--- config.mk ---
export PLATFORM = sky130hd
export DESIGN_NAME = store_buffer
export DESIGN_NICKNAME = d
export VERILOG_FILES = /design/src/rtl/store_buffer.sv
export SDC_FILE = /design/constraint.sdc
export NUM_CORES = 1
export LEC_CHECK = 0
export ABC_AREA = 1
export CELL_PAD_IN_SITES_DETAIL_PLACEMENT = 0
export CELL_PAD_IN_SITES_GLOBAL_PLACEMENT = 2
export CORE_MARGIN = 2
export CORE_UTILIZATION = 39
export DETAILED_ROUTE_END_ITERATION = 16
export HOLD_SLACK_MARGIN = 0.15
export PLACE_DENSITY_LB_ADDON = 0.1
export SYNTH_ARGS = -nofsm -noshare
export SYNTH_HDL_FRONTEND = slang
export SYNTH_SLANG_ARGS = --single-unit
--- constraint.sdc ---
create_clock -name clk -period 12.5 [get_ports clk]
set_input_delay 1.25 -clock clk [delete_from_list [all_inputs] [get_ports clk]]
set_output_delay 1.25 -clock clk [all_outputs]
set_load 0.02 [all_outputs]
--- src/rtl/store_buffer.sv ---
// store_buffer: queues sw/sh/sb stores with lane formatting and drains them to data memory in FIFO order.
// Revision 1.0
`default_nettype none

module store_buffer #(
  parameter int DEPTH = 4,
  parameter int AW    = 32,
  parameter int DW    = 32
) (
  input  logic                     clk,
  input  logic                     reset,
  input  logic                     st_valid,
  output logic                     st_ready,
  input  logic [AW-1:0]            st_addr,
  input  logic [DW-1:0]            st_data,
  input  logic [1:0]               st_size,
  output logic                     st_err,
  input  logic                     ld_valid,
  input  logic [AW-1:0]            ld_addr,
  output logic                     ld_hazard,
  output logic                     mem_we,
  output logic [AW-1:0]            mem_addr,
  output logic [DW-1:0]            mem_wd,
  output logic [3:0]               mem_be,
  input  logic                     mem_ack,
  output logic [$clog2(DEPTH):0]   count,
  output logic                     empty
);

  localparam int PW  = $clog2(DEPTH);
  localparam int CW  = PW + 1;
  localparam int WAW = AW - 2;

  typedef enum logic [0:0] {IDLE = 1'b0, WRITE = 1'b1} state_t;

  state_t            state_q, state_d;
  logic [PW-1:0]     rd_ptr_q, rd_ptr_d;
  logic [PW-1:0]     wr_ptr_q, wr_ptr_d;
  logic [CW-1:0]     count_q, count_d;
  logic              mem_we_q, mem_we_d;
  logic [AW-1:0]     mem_addr_q, mem_addr_d;
  logic [DW-1:0]     mem_wd_q, mem_wd_d;
  logic [3:0]        mem_be_q, mem_be_d;
  logic              st_err_q, st_err_d;

  logic [WAW-1:0]    ent_addr_q [DEPTH];
  logic [WAW-1:0]    ent_addr_d [DEPTH];
  logic [DW-1:0]     ent_wd_q   [DEPTH];
  logic [DW-1:0]     ent_wd_d   [DEPTH];
  logic [3:0]        ent_be_q   [DEPTH];
  logic [3:0]        ent_be_d   [DEPTH];

  logic [3:0]        fmt_be;
  logic [DW-1:0]     fmt_wd;
  logic              fmt_bad;
  logic              accept, push, pop;
  logic              do_load;
  logic [PW-1:0]     load_idx;
  logic [PW-1:0]     nxt_ptr;
  logic [PW-1:0]     off;
  logic              hz;
  logic              unused_ld_lsb;

  assign unused_ld_lsb = ^ld_addr[1:0];

  // Lane positioning is done once at accept so the drain path is a plain copy.
  always_comb begin
    fmt_be  = 4'b0000;
    fmt_wd  = st_data;
    fmt_bad = 1'b0;
    case (st_size)
      2'd0: begin
        fmt_be = 4'b0001 << st_addr[1:0];
        fmt_wd = {4{st_data[7:0]}};
      end
      2'd1: begin
        fmt_bad = st_addr[0];
        fmt_be  = st_addr[1] ? 4'b1100 : 4'b0011;
        fmt_wd  = {2{st_data[15:0]}};
      end
      2'd2: begin
        fmt_bad = |st_addr[1:0];
        fmt_be  = 4'b1111;
      end
      default: fmt_bad = 1'b1;
    endcase
  end

  assign st_ready = !reset && (count_q < CW'(DEPTH));
  assign accept   = st_valid && st_ready;
  assign push     = accept && !fmt_bad;
  assign pop      = (state_q == WRITE) && mem_ack;
  assign nxt_ptr  = rd_ptr_q + PW'(1);

  always_comb begin
    ent_addr_d = ent_addr_q;
    ent_wd_d   = ent_wd_q;
    ent_be_d   = ent_be_q;
    wr_ptr_d   = wr_ptr_q;
    if (push) begin
      ent_addr_d[wr_ptr_q] = st_addr[AW-1:2];
      ent_wd_d[wr_ptr_q]   = fmt_wd;
      ent_be_d[wr_ptr_q]   = fmt_be;
      wr_ptr_d             = wr_ptr_q + PW'(1);
    end
  end

  always_comb begin
    state_d    = state_q;
    rd_ptr_d   = rd_ptr_q;
    mem_we_d   = mem_we_q;
    do_load    = 1'b0;
    load_idx   = rd_ptr_q;
    st_err_d   = accept && fmt_bad;
    count_d    = count_q + CW'(push) - CW'(pop);
    case (state_q)
      IDLE: begin
        if (count_q != '0) begin
          do_load  = 1'b1;
          mem_we_d = 1'b1;
          state_d  = WRITE;
        end
      end
      default: begin
        if (mem_ack) begin
          rd_ptr_d = nxt_ptr;
          if (count_q > CW'(1)) begin
            do_load  = 1'b1;
            load_idx = nxt_ptr;
          end else begin
            mem_we_d = 1'b0;
            state_d  = IDLE;
          end
        end
      end
    endcase
    mem_addr_d = do_load ? {ent_addr_q[load_idx], 2'b00} : mem_addr_q;
    mem_wd_d   = do_load ? ent_wd_q[load_idx] : mem_wd_q;
    mem_be_d   = do_load ? ent_be_q[load_idx] : mem_be_q;
  end

  // Slot i is live when its distance from the head is below the occupancy.
  always_comb begin
    hz  = 1'b0;
    off = '0;
    for (int i = 0; i < DEPTH; i++) begin
      off = PW'(i) - rd_ptr_q;
      if (({1'b0, off} < count_q) && (ent_addr_q[i] == ld_addr[AW-1:2])) begin
        hz = 1'b1;
      end
    end
  end

  assign ld_hazard = ld_valid && hz;

  always_ff @(posedge clk or posedge reset) begin
    if (reset) begin
      state_q    <= IDLE;
      rd_ptr_q   <= '0;
      wr_ptr_q   <= '0;
      count_q    <= '0;
      mem_we_q   <= 1'b0;
      mem_addr_q <= '0;
      mem_wd_q   <= '0;
      mem_be_q   <= '0;
      st_err_q   <= 1'b0;
    end else begin
      state_q    <= state_d;
      rd_ptr_q   <= rd_ptr_d;
      wr_ptr_q   <= wr_ptr_d;
      count_q    <= count_d;
      mem_we_q   <= mem_we_d;
      mem_addr_q <= mem_addr_d;
      mem_wd_q   <= mem_wd_d;
      mem_be_q   <= mem_be_d;
      st_err_q   <= st_err_d;
    end
  end

  always_ff @(posedge clk) begin
    ent_addr_q <= ent_addr_d;
    ent_wd_q   <= ent_wd_d;
    ent_be_q   <= ent_be_d;
  end

  assign mem_we   = mem_we_q;
  assign mem_addr = mem_addr_q;
  assign mem_wd   = mem_wd_q;
  assign mem_be   = mem_be_q;
  assign st_err   = st_err_q;
  assign count    = count_q;
  assign empty    = (count_q == '0);

endmodule

`default_nettype wire

==> results by group, run 1 <==
Clocking
  – Clk Latency, worst-skew pair: between 500 and 600 ps
  – Clock sink count: 340
  – CTS tree: yes
  – Clock buffer depth: 3
  – Post-CTS Hold Buffers: 0
  – CTS Root Buffer Type: clkbuf_16
  – Worst-path clk slew: 60 ps
  – # Post-CTS Setup Buffers: 0
  – Post-cts resize count: 0
  – H-tree level count: 2
  – Cts bufs inserted: 40

GRT
  – Largest net degree at the start of global routing: 105
  – First-pass GRT wire length: between 60 and 70 mm
  – Grt ovf: 0
  – Total track usage: about a fifth
  – Vias in the first global route: around 11,000
  – Initial antenna violation count: 3

Worst setup path
  – Setup crit end kind: flip-flop
  – Crit Path Category: input pin to flip-flop
  – Slowest CP cell: nor2_4
  – CP Data Required Time: roughly 13,000 ps
  – Arrival time worst endpoint: around 5400 ps
  – Worst path top cell family by delay: buffers and inverters
  – Max incr delay on CP: 1000 ps
  – Worst Path Buf+Inv: 3
  – Crit path cell chain: clkdlybuf4s50_1, inv_1, o21ai_0, nand2_1, nand3_1, nor2_4, buf_4
  – Startpoint Class: input pin
  – CP Max Fanout: 39

Synth
  – Yosys top cell area share: between 50% and 60%
  – Post-synth EDFFs: between 200 and 300
  – Ys Warns: 0
  – Post-synthesis simple-gate area fraction: 20.6%
  – Multiplexer area fraction after synthesis: 0%
  – Synthesized area: roughly 16,000 um2
  – Area share of fa/ha/maj cells after synthesis: 1.08%
  – Synth area leaders: edfxtp_1 (50%), nand2_1 (18%), dfrtp_1 (12%)
  – Instance count of the mapped netlist: 1,615
  – Most used DFF post-synth: edfxtp_1
  – Avg Synthesized Cell Area: between 9 and 10 um2
  – FF+latch count, synth: 340
  – Synth Area in Compound Gates: approximately 4.4%
  – Xor and xnor fraction of the mapped netlist area: ~5.3%
  – Main combinational cell family by area after synthesis: simple AND/OR/NAND/NOR gates
  – Synth area leader: edfxtp_1
  – Asr flop ratio synth: between 20 and 25%
  – Register area share after synthesis: 62.6%
  – Cell variety after synth: 28

Timing
  – Min Clock Period, post-route: about 5200 ps
  – Final worst path period share: 41.4%
  – Setup Skew: approximately 19 ps
  – RSZ-0062 raised after global routing: no
  – TNS Setup: 0 ps
  – Max_slew headroom: approximately 28%
  – Final hold vios: 0
  – Final setup fails: 0
  – Fmax: 193 MHz
  – Max-slew violations: 0
  – Worst-Margin Slew: roughly 1100 ps

Min path
  – Hold Crit Class: flip-flop to flip-flop

Run status
  – Status: finished clean

Route
  – Iteration-0 DRC Markers: a little over 600
  – Drt pass-1 iters: 5
  – Max Used Layer: met5
  – Routed wire length: 42.3 mm
  – # DRC: 0
  – Antenna Violating Nets Remaining: 0
  – WL/cell: approximately 18 um
  – Post-Route M1 WL: 19.0 mm
  – Routed wl met2: around 20 mm
  – Metal3 WL: 2.05 mm
  – Vias: 11,000
  – Via density: 4.73

Pwr
  – VDD IR-drop max: about 0.00028 V
  – Leak Pwr: just over 8 nW
  – Power Density: about 240 nW/um2

Floorplan
  – Die X: approximately 200 um
  – Starting Density: between 30% and 40%
  – Die Area: 41,900 um2
  – Num rows: 73
  – # IOs: 179
  – Area of the core: 39,700 um2
  – Die span in y: between 200 and 250 um

Cells and area
  – Layout cell share with drive strength beyond 1: 5.00%
  – Post-Layout Cell Count: approximately 2,300
  – Final #Nets: roughly 1,900
  – Area delta synth->final: 21.7%

Placed design
  – Hpwl dp: 26.0 mm
  – Number of port buffers: 174
  – Post-Place Cells: around 2,300
  – Routability cong.: around 0.78

Job
  – Max Cap Viol: 0
==> layer usage <==
metal	track usage (%)	vias up
met5	0	-
met2	35.5	239
met1	26.7	5211
li1	-	5485
met4	5.82	4
met3	3.39	64
==> stage by stage <==
stage	setup WS [ps]	power (mW)	hold WS (ps)	utilization, %	area [um2]
6_report	7330	4.66	475	48.1	19100
4_1_cts	7230	4.74	481	48.1	19100
2_1_floorplan	7260	2.91	455	-	15700
3_5_place_dp	6650	3.59	465	44.9	17800
5_1_grt	7000	5.02	503	48.1	19100
3_3_place_gp	6680	3.58	464	44.9	17800
==> report_power, final <==
part | switching (mW) | internal [mW]
Clock | 0.457 | 0.671
Combinational | 1.39 | 0.661
Sequential | 0.0895 | 1.39
Total | 1.94 | 2.72
==> cell usage after synthesis (4+ instances only) <==
cell type and n:
o21ai_1 11, nand3_1 16, inv_1 133, xor2_1 39, buf_2 30, nor3_1 4, inv_2 6, nand4_1 9
clkbuf_1 32, o21ai_0 19, nor2_1 66, edfxtp_1 264, ha_1 12, dfrtp_1 76, nand2_1 746, o211ai_1 67
xnor2_1 56, buf_6 11
==> registers in the layout, summed over array words and instances (netlist names), 3 cells and up <==
name        cells
ent_addr_q    120
mem_be          4
ent_be_q       16
mem_wd         32
mem_addr       30
ent_wd_q      128
count           3
==> area by class of cell <==
| class | instances | area, um2 |
|---|---|---|
| fill | 3754 | 20600 |
| sequential | 340 | 9830 |
| multi-input combinational | 1058 | 4980 |
| timing repair buffer | 188 | 1850 |
| clock buffer | 59 | 1170 |
| tap | 525 | 657 |
| inverter | 139 | 523 |
| clock inverter | 15 | 104 |
| antenna | 1 | 2.50 |
==> worst min-delay path: stages, from the launching register on <==
cell	delay, ps
dfrtp_1	340
nand2_1	50
nand2_1	50
==> worst paths after layout <==
check	end	startpoint	slack (ps)	cells past startpoint
setup / recovery	ent_wd_q[0]$_DFFE_PP_	st_size[1]	7330	7
hold / removal	mem_addr[8]$_DFFE_PP0P_	mem_addr[8]$_DFFE_PP0P_	480	2
setup reg to reg	mem_wd[1]$_DFFE_PP0P_	count[1]$_DFF_PP0_	8900	16
hold reg to reg	mem_addr[8]$_DFFE_PP0P_	mem_addr[8]$_DFFE_PP0P_	480	2
max in group asynchronous	mem_addr[4]$_DFFE_PP0P_	reset	10180	3
min in group asynchronous	st_err$_DFF_PP0_	reset	1020	2
==> cell usage in the layout, fill, tap and decap left out, types with 14 or more instances in the layout <==
cell and instances:
nand2_1 745, edfxtp_1 264, clkdlybuf4s50_1 174, inv_1 131, dfrtp_1 76, o211ai_1 67
nor2_1 62, xnor2_1 56, clkbuf_16 42, xor2_1 39, o21ai_0 19, nand3_1 16
buf_4 14
==> logic make-up after synthesis <==
family / count (synthesis)
and+or+nand+nor: 846
DFF: 340
buffers and inverters: 218
AOI/OAI and AO/OA: 102
xor gates and xnor gates: 95
adders and majority gates: 13
other: 1
Power figures use the tool's default switching activity.
==> run 2: changes to the inputs <==
--- a/config.mk
+++ b/config.mk
@@ -9,7 +9,7 @@
 export CELL_PAD_IN_SITES_DETAIL_PLACEMENT = 0
 export CELL_PAD_IN_SITES_GLOBAL_PLACEMENT = 2
 export CORE_MARGIN = 2
-export CORE_UTILIZATION = 39
+export CORE_UTILIZATION = 32
 export DETAILED_ROUTE_END_ITERATION = 16
 export HOLD_SLACK_MARGIN = 0.15
 export PLACE_DENSITY_LB_ADDON = 0.1
==> constraint.sdc (replaced) <==
create_clock -name clk -period 4.54 [get_ports clk]
set_input_delay 0.454 -clock clk [delete_from_list [all_inputs] [get_ports clk]]
set_output_delay 0.454 -clock clk [all_outputs]
set_load 0.02 [all_outputs]
==> run 2 against run 1 <==
  * Global-route usage is 2.4 points lower
  * Critical path type is now flip-flop to primary output
  * Sequential cell count stayed put
  * Hold slack worse by 70 ps
  * Utilization is 8.4 points lower
  * Setup slack worse by 6500 ps
  * Register-to-register slack worse by 7400 ps
  * Final cell count is 4.3% higher
  * Non-clock buffer count is 5 higher
==> results by group, run 2 (synthesis results as in run 1) <==
Cells and area
  – Max reg flops: about 130
  – Most frequent cells in the layout: nand2_1 (745), edfxtp_1 (264), clkdlybuf4s50_1 (174)
  – Final #Nets: about 1,900
  – Post-Layout Cell Count: roughly 2,400
  – Area delta synth->final: 23.0%
  – Antenna cells: 0
  – Layout cell share with drive strength beyond 1: just over 5%
  – Design area: 19,300 um2
  – Commonest non-fill, non-tap cell in the layout: nand2_1
  – Fillers: 4,792
  – Largest register by flop count: ent_wd_q

Clocking
  – Cts bufs inserted: 41
  – Post-cts resize count: 0
  – CTS tree: yes
  – Clock buffer depth: 3
  – Clock sink count: 340
  – Clk Latency, worst-skew pair: 550 ps
  – H-tree level count: 2
  – # Post-CTS Setup Buffers: 0
  – CTS Root Buffer Type: clkbuf_16
  – Post-CTS Hold Buffers: 0
  – Worst-path clk slew: ~60 ps

Route
  – Via density: 4.51
  – Antenna Violating Nets Remaining: 0
  – Routed wire length: 44.9 mm
  – Drt pass-1 iters: 4
  – # DRC: 0
  – WL/cell: approximately 18 um
  – Vias: approximately 11,000
  – Iteration-0 DRC Markers: 558

Pwr
  – Power consumption: ~13 mW
  – Leak Pwr: between 8 and 9 nW
  – VDD IR-drop max: approximately 0.0007 V
  – Seq pwr share: a little under a third
  – Share of power burned in the clock network: about a quarter
  – Net Sw Frac: around two fifths
  – Psw: about 5.4 mW
  – Power Density: 670 nW/um2
  – Combinational power share: around 44%
  – P_int: about 7.5 mW

Worst setup path
  – Most used cell, CP: nor2_1
  – Max incr delay on CP: approximately 600 ps
  – Worst Path Buf+Inv: 2
  – CP Data Required Time: 4090 ps
  – R2r setup slk: approximately 1500 ps
  – R2R cell count: 14
  – Worst path top cell family by delay: simple AND/OR/NAND/NOR gates
  – CP Max Fanout: 4
  – Setup crit end kind: primary output
  – Arrival time worst endpoint: between 3000 and 4000 ps
  – RR Startpoint: count[1]$_DFF_PP0_
  – Slowest CP cell: clkdlybuf4s50_1
  – Crit Path Category: flip-flop to primary output
  – RR Endpoint: mem_wd[9]$_DFFE_PP0P_
  – Crit path cell chain: xor2_1, ha_1, inv_1, nor2_1, a22oi_1, nand3_1, nor2_1, nand3_1, nand2_1, nor2_1, nor2_1, clkdlybuf4s50_1
  – Startpoint Class: flip-flop

GRT
  – Largest net degree at the start of global routing: 97
  – Initial antenna violation count: 2
  – First-pass GRT wire length: between 60 and 70 mm
  – Grt ovf: 0
  – Total track usage: a little under a fifth
  – Vias in the first global route: approximately 11,000

Floorplan
  – Die X: between 200 and 250 um
  – Starting Density: approximately 32%
  – Die span in y: roughly 230 um
  – Die Area: between 50,000 and 60,000 um2
  – # IOs: 179
  – Num rows: around 80
  – Area of the core: about 50,000 um2

Timing
  – Fmax: ~270 MHz
  – TNS Setup: 0 ps
  – RSZ-0062 raised after global routing: no
  – Max-slew violations: 0
  – Max_slew headroom: roughly 29%
  – Worst-Margin Slew: 1070 ps
  – Final hold vios: 0
  – Setup Skew: approximately 10 ps
  – Final setup fails: 0
  – Min Clock Period, post-route: roughly 3700 ps
  – Final worst path period share: 81.5%

Placed design
  – Post-Place Cells: between 2,000 and 2,500
  – Placed cell areas: around 18,000 um2
  – Routability cong.: 0.787
  – Number of port buffers: roughly 170
  – Hpwl dp: 28.8 mm

Min path
  – Hold Crit Class: input pin to asynchronous set/reset pin

Run status
  – Status: finished clean

Job
  – Max Cap Viol: 0
## run 2: layer usage
metal / share of wire (%) / vias up / GRT usage, %
met5: 0.049 / - / 0
met3: 3.9 / 55 / 3.08
met4: 2.0 / 4 / 5.28
li1: - / 5505 / -
met1: 47 / 5183 / 24.1
met2: 47 / 194 / 30.7
## run 2: area by class of cell
class                           instances  area, um2  area share, %
Tap cell                              622        778           4.03
Inverter                              139        526           2.72
Clock buffer                           62       1190           6.15
Multi-Input combinational cell       1058       4980           25.8
Timing Repair Buffer                  193       1920           9.95
Clock inverter                         12       85.1          0.441
Sequential cell                       340       9830           50.9
## run 2: stage by stage
stage | utilization [%] | setup slack (ps) | hold WS, ps
3_3_place_gp | 37.1 | 772 | 464
4_1_cts | 39.7 | 835 | 419
2_1_floorplan | - | 37.5 | 455
6_report | 39.7 | 839 | 405
3_5_place_dp | 37.1 | 782 | 465
5_1_grt | 39.7 | 678 | 460
## run 2: how the worst max path moves through the flow
stage | from | endpoint | cells past startpoint
2_1_floorplan | count[2]$_DFF_PP0_ | ent_addr_q[0]$_DFFE_PP_ | 3
3_3_place_gp | st_size[1] | ent_wd_q[13]$_DFFE_PP_ | 8
3_5_place_dp | st_size[1] | ent_wd_q[13]$_DFFE_PP_ | 8
4_1_cts | rd_ptr_q[0]$_DFFE_PP0P_ | ld_hazard | 12
5_1_grt | rd_ptr_q[0]$_DFFE_PP0P_ | ld_hazard | 12
6_report | rd_ptr_q[0]$_DFFE_PP0P_ | ld_hazard | 12
## run 2: power by group through the flow
stage	combinational [mW]	sequential, mW	clock (mW)
finish	5.75	4.06	3.12
global route	6.60	4.12	3.35
CTS	5.97	4.07	3.23
detailed placement	5.94	4.13	0
global placement	5.94	4.13	0
floorplan	3.57	4.44	0
==> run 3: changes to the inputs <==
--- a/config.mk
+++ b/config.mk
@@ -9,7 +9,7 @@
 export CELL_PAD_IN_SITES_DETAIL_PLACEMENT = 0
 export CELL_PAD_IN_SITES_GLOBAL_PLACEMENT = 2
 export CORE_MARGIN = 2
-export CORE_UTILIZATION = 32
+export CORE_UTILIZATION = 36
 export DETAILED_ROUTE_END_ITERATION = 16
 export HOLD_SLACK_MARGIN = 0.15
 export PLACE_DENSITY_LB_ADDON = 0.1
==> constraint.sdc (replaced) <==
create_clock -name clk -period 3.5 [get_ports clk]
set_input_delay 0.35 -clock clk [delete_from_list [all_inputs] [get_ports clk]]
set_output_delay 0.35 -clock clk [all_outputs]
set_load 0.02 [all_outputs]
==> run 3 against run 2 <==
  * Highest routed layer unchanged
  * Hold slack worse by 160 ps
  * Clock skew up 7.1 ps
  * Via count up 0.37%
  * Largest power group unchanged
  * Final cell count is 1.2% lower
  * Clock power rose by 35%
  * Utilization up 5.5 points
  * Cell area increased by 0.80%
  * Critical path depth is the same
==> results by group, run 3 (synthesis results as in run 1) <==
Timing
  – Min Clock Period, post-route: roughly 3200 ps
  – Final hold vios: 0
  – Fmax: 312 MHz
  – Worst-Margin Slew: around 870 ps
  – Final setup fails: 0
  – Max-slew violations: 0
  – Setup ws final: 295 ps
  – Setup Skew: 17.6 ps
  – Max_slew headroom: around 42%
  – RSZ-0062 raised after global routing: no
  – Final worst path period share: around 92%
  – Final hold slack: 247 ps

Floorplan
  – Die Area: between 40,000 and 50,000 um2
  – Area of the core: around 43,000 um2
  – Num rows: 76
  – Die X: ~210 um
  – # IOs: roughly 180
  – Starting Density: 36.5%
  – Die span in y: 213 um

Worst setup path
  – CP Max Fanout: 4
  – Setup crit end kind: primary output
  – R2R cell count: 16
  – Crit Path Category: flip-flop to primary output
  – Arrival time worst endpoint: between 2000 and 3000 ps
  – R2r setup slk: 1000 ps
  – RR Endpoint: mem_wd[6]$_DFFE_PP0P_
  – RR Startpoint: count[2]$_DFF_PP0_
  – Startpoint Class: flip-flop
  – CP Data Required Time: about 3200 ps

Cells and area
  – Largest register by flop count: ent_wd_q
  – Final #Nets: approximately 1,900
  – Final core occ: between 40% and 50%
  – Fillers: between 4,000 and 5,000
  – Commonest non-fill, non-tap cell in the layout: nand2_1
  – Area delta synth->final: 23.9%
  – Layout cell share with drive strength beyond 1: under 10%
  – Most frequent cells in the layout: nand2_1 (745), edfxtp_1 (264), clkdlybuf4s50_1 (173)
  – Max reg flops: around 130
  – Antenna cells: 0

Placed design
  – Number of port buffers: about 170
  – Pre-CTS WS: roughly 510 ps
  – Routability cong.: ~0.77
  – Hpwl dp: roughly 27 mm

Route
  – Vias: around 11,000
  – Antenna Violating Nets Remaining: 0
  – # DRC: 0
  – Via density: around 4.6
  – WL/cell: 17.9 um
  – Routed wire length: between 40 and 50 mm
  – Drt pass-1 iters: 5
  – Iteration-0 DRC Markers: between 500 and 600

Clocking
  – Post-cts resize count: 3
  – H-tree level count: 2
  – # Post-CTS Setup Buffers: 0
  – Clock buffer depth: 3
  – Clk Latency, worst-skew pair: between 500 and 600 ps
  – CTS tree: yes
  – CTS Root Buffer Type: clkbuf_16
  – Cts bufs inserted: 41
  – Worst-path clk slew: around 60 ps
  – Post-CTS Hold Buffers: 0
  – Clock sink count: 340

GRT
  – Initial antenna violation count: 2
  – Largest net degree at the start of global routing: approximately 180
  – Grt ovf: 0
  – Total track usage: 19.6%
  – First-pass GRT wire length: 65.8 mm
  – Vias in the first global route: roughly 11,000

Pwr
  – Leak Pwr: a little over 8 nW
  – VDD IR-drop max: between 0.0009 and 0.001 V
  – Power Density: 875 nW/um2

Run status
  – Status: finished clean

Min path
  – Hold Crit Class: input pin to asynchronous set/reset pin

Job
  – Max Cap Viol: 0
[run 3: worst max-delay path by stage]
stage | start | endpoint | slack (ps) | cells past startpoint
4_1_cts | rd_ptr_q[0]$_DFFE_PP0P_ | ld_hazard | 270 | 12
3_5_place_dp | ld_addr[26] | ld_hazard | 510 | 12
5_1_grt | rd_ptr_q[0]$_DFFE_PP0P_ | ld_hazard | 120 | 13
2_1_floorplan | count[2]$_DFF_PP0_ | ent_addr_q[0]$_DFFE_PP_ | -1000 | 3
3_3_place_gp | ld_addr[26] | ld_hazard | 530 | 12
6_report | rd_ptr_q[0]$_DFFE_PP0P_ | ld_hazard | 290 | 12
[run 3: area by class of cell]
| type | count | area, um2 | share of cell area, % |
|---|---|---|---|
| tap | 585 | 732 | 3.76 |
| clock inverter | 15 | 128 | 0.656 |
| timing repair buffer | 200 | 2060 | 10.6 |
| sequential | 340 | 9830 | 50.5 |
| clock buffer | 60 | 1210 | 6.22 |
| multi-input combinational | 1058 | 4980 | 25.6 |
| inverter | 139 | 523 | 2.69 |
[run 3: routing by layer]
layer / vias to the layer above / share of wire (%) / global-route usage, %
li1: 5492 / - / -
met1: 5228 / 46 / 25.8
met2: 201 / 48 / 33.6
met3: 56 / 4.3 / 3.78
met4: 4 / 1.7 / 4.44
met5: - / 0.063 / 0
[run 3: report_power, final]
part           internal, mW  leakage [nW]  switching (mW)
sequential             4.95          3.32           0.318
clock                  2.54         0.661            1.67
combinational          2.56          4.30            4.99
total                  10.1          8.28            6.97
[run 3: worst max-delay path, cell delays in order, from the launching register on]
cell and delay, ps:
dfrtp_1 440, xor2_2 240, ha_1 260, inv_1 50
nor2_1 30, a22oi_1 250, nand3_1 180, nor2_1 180
nand3_1 90, nand2_1 80, nor2_1 70, nor2_1 80
dlygate4sd2_1 330
[run 3: metrics by stage]
| stage | instances | TNS (ps) | cell area (um2) | power [mW] |
|---|---|---|---|---|
| floorplan | 1616 | -264660 | 15700 | 10.4 |
| global placement | 2322 | 0 | 18100 | 13.1 |
| detailed placement | 2322 | 0 | 18100 | 13.1 |
| CTS | 2397 | 0 | 19500 | 17.4 |
| global route | 2397 | 0 | 19500 | 18.4 |
| finish | 2397 | 0 | 19500 | 17.0 |
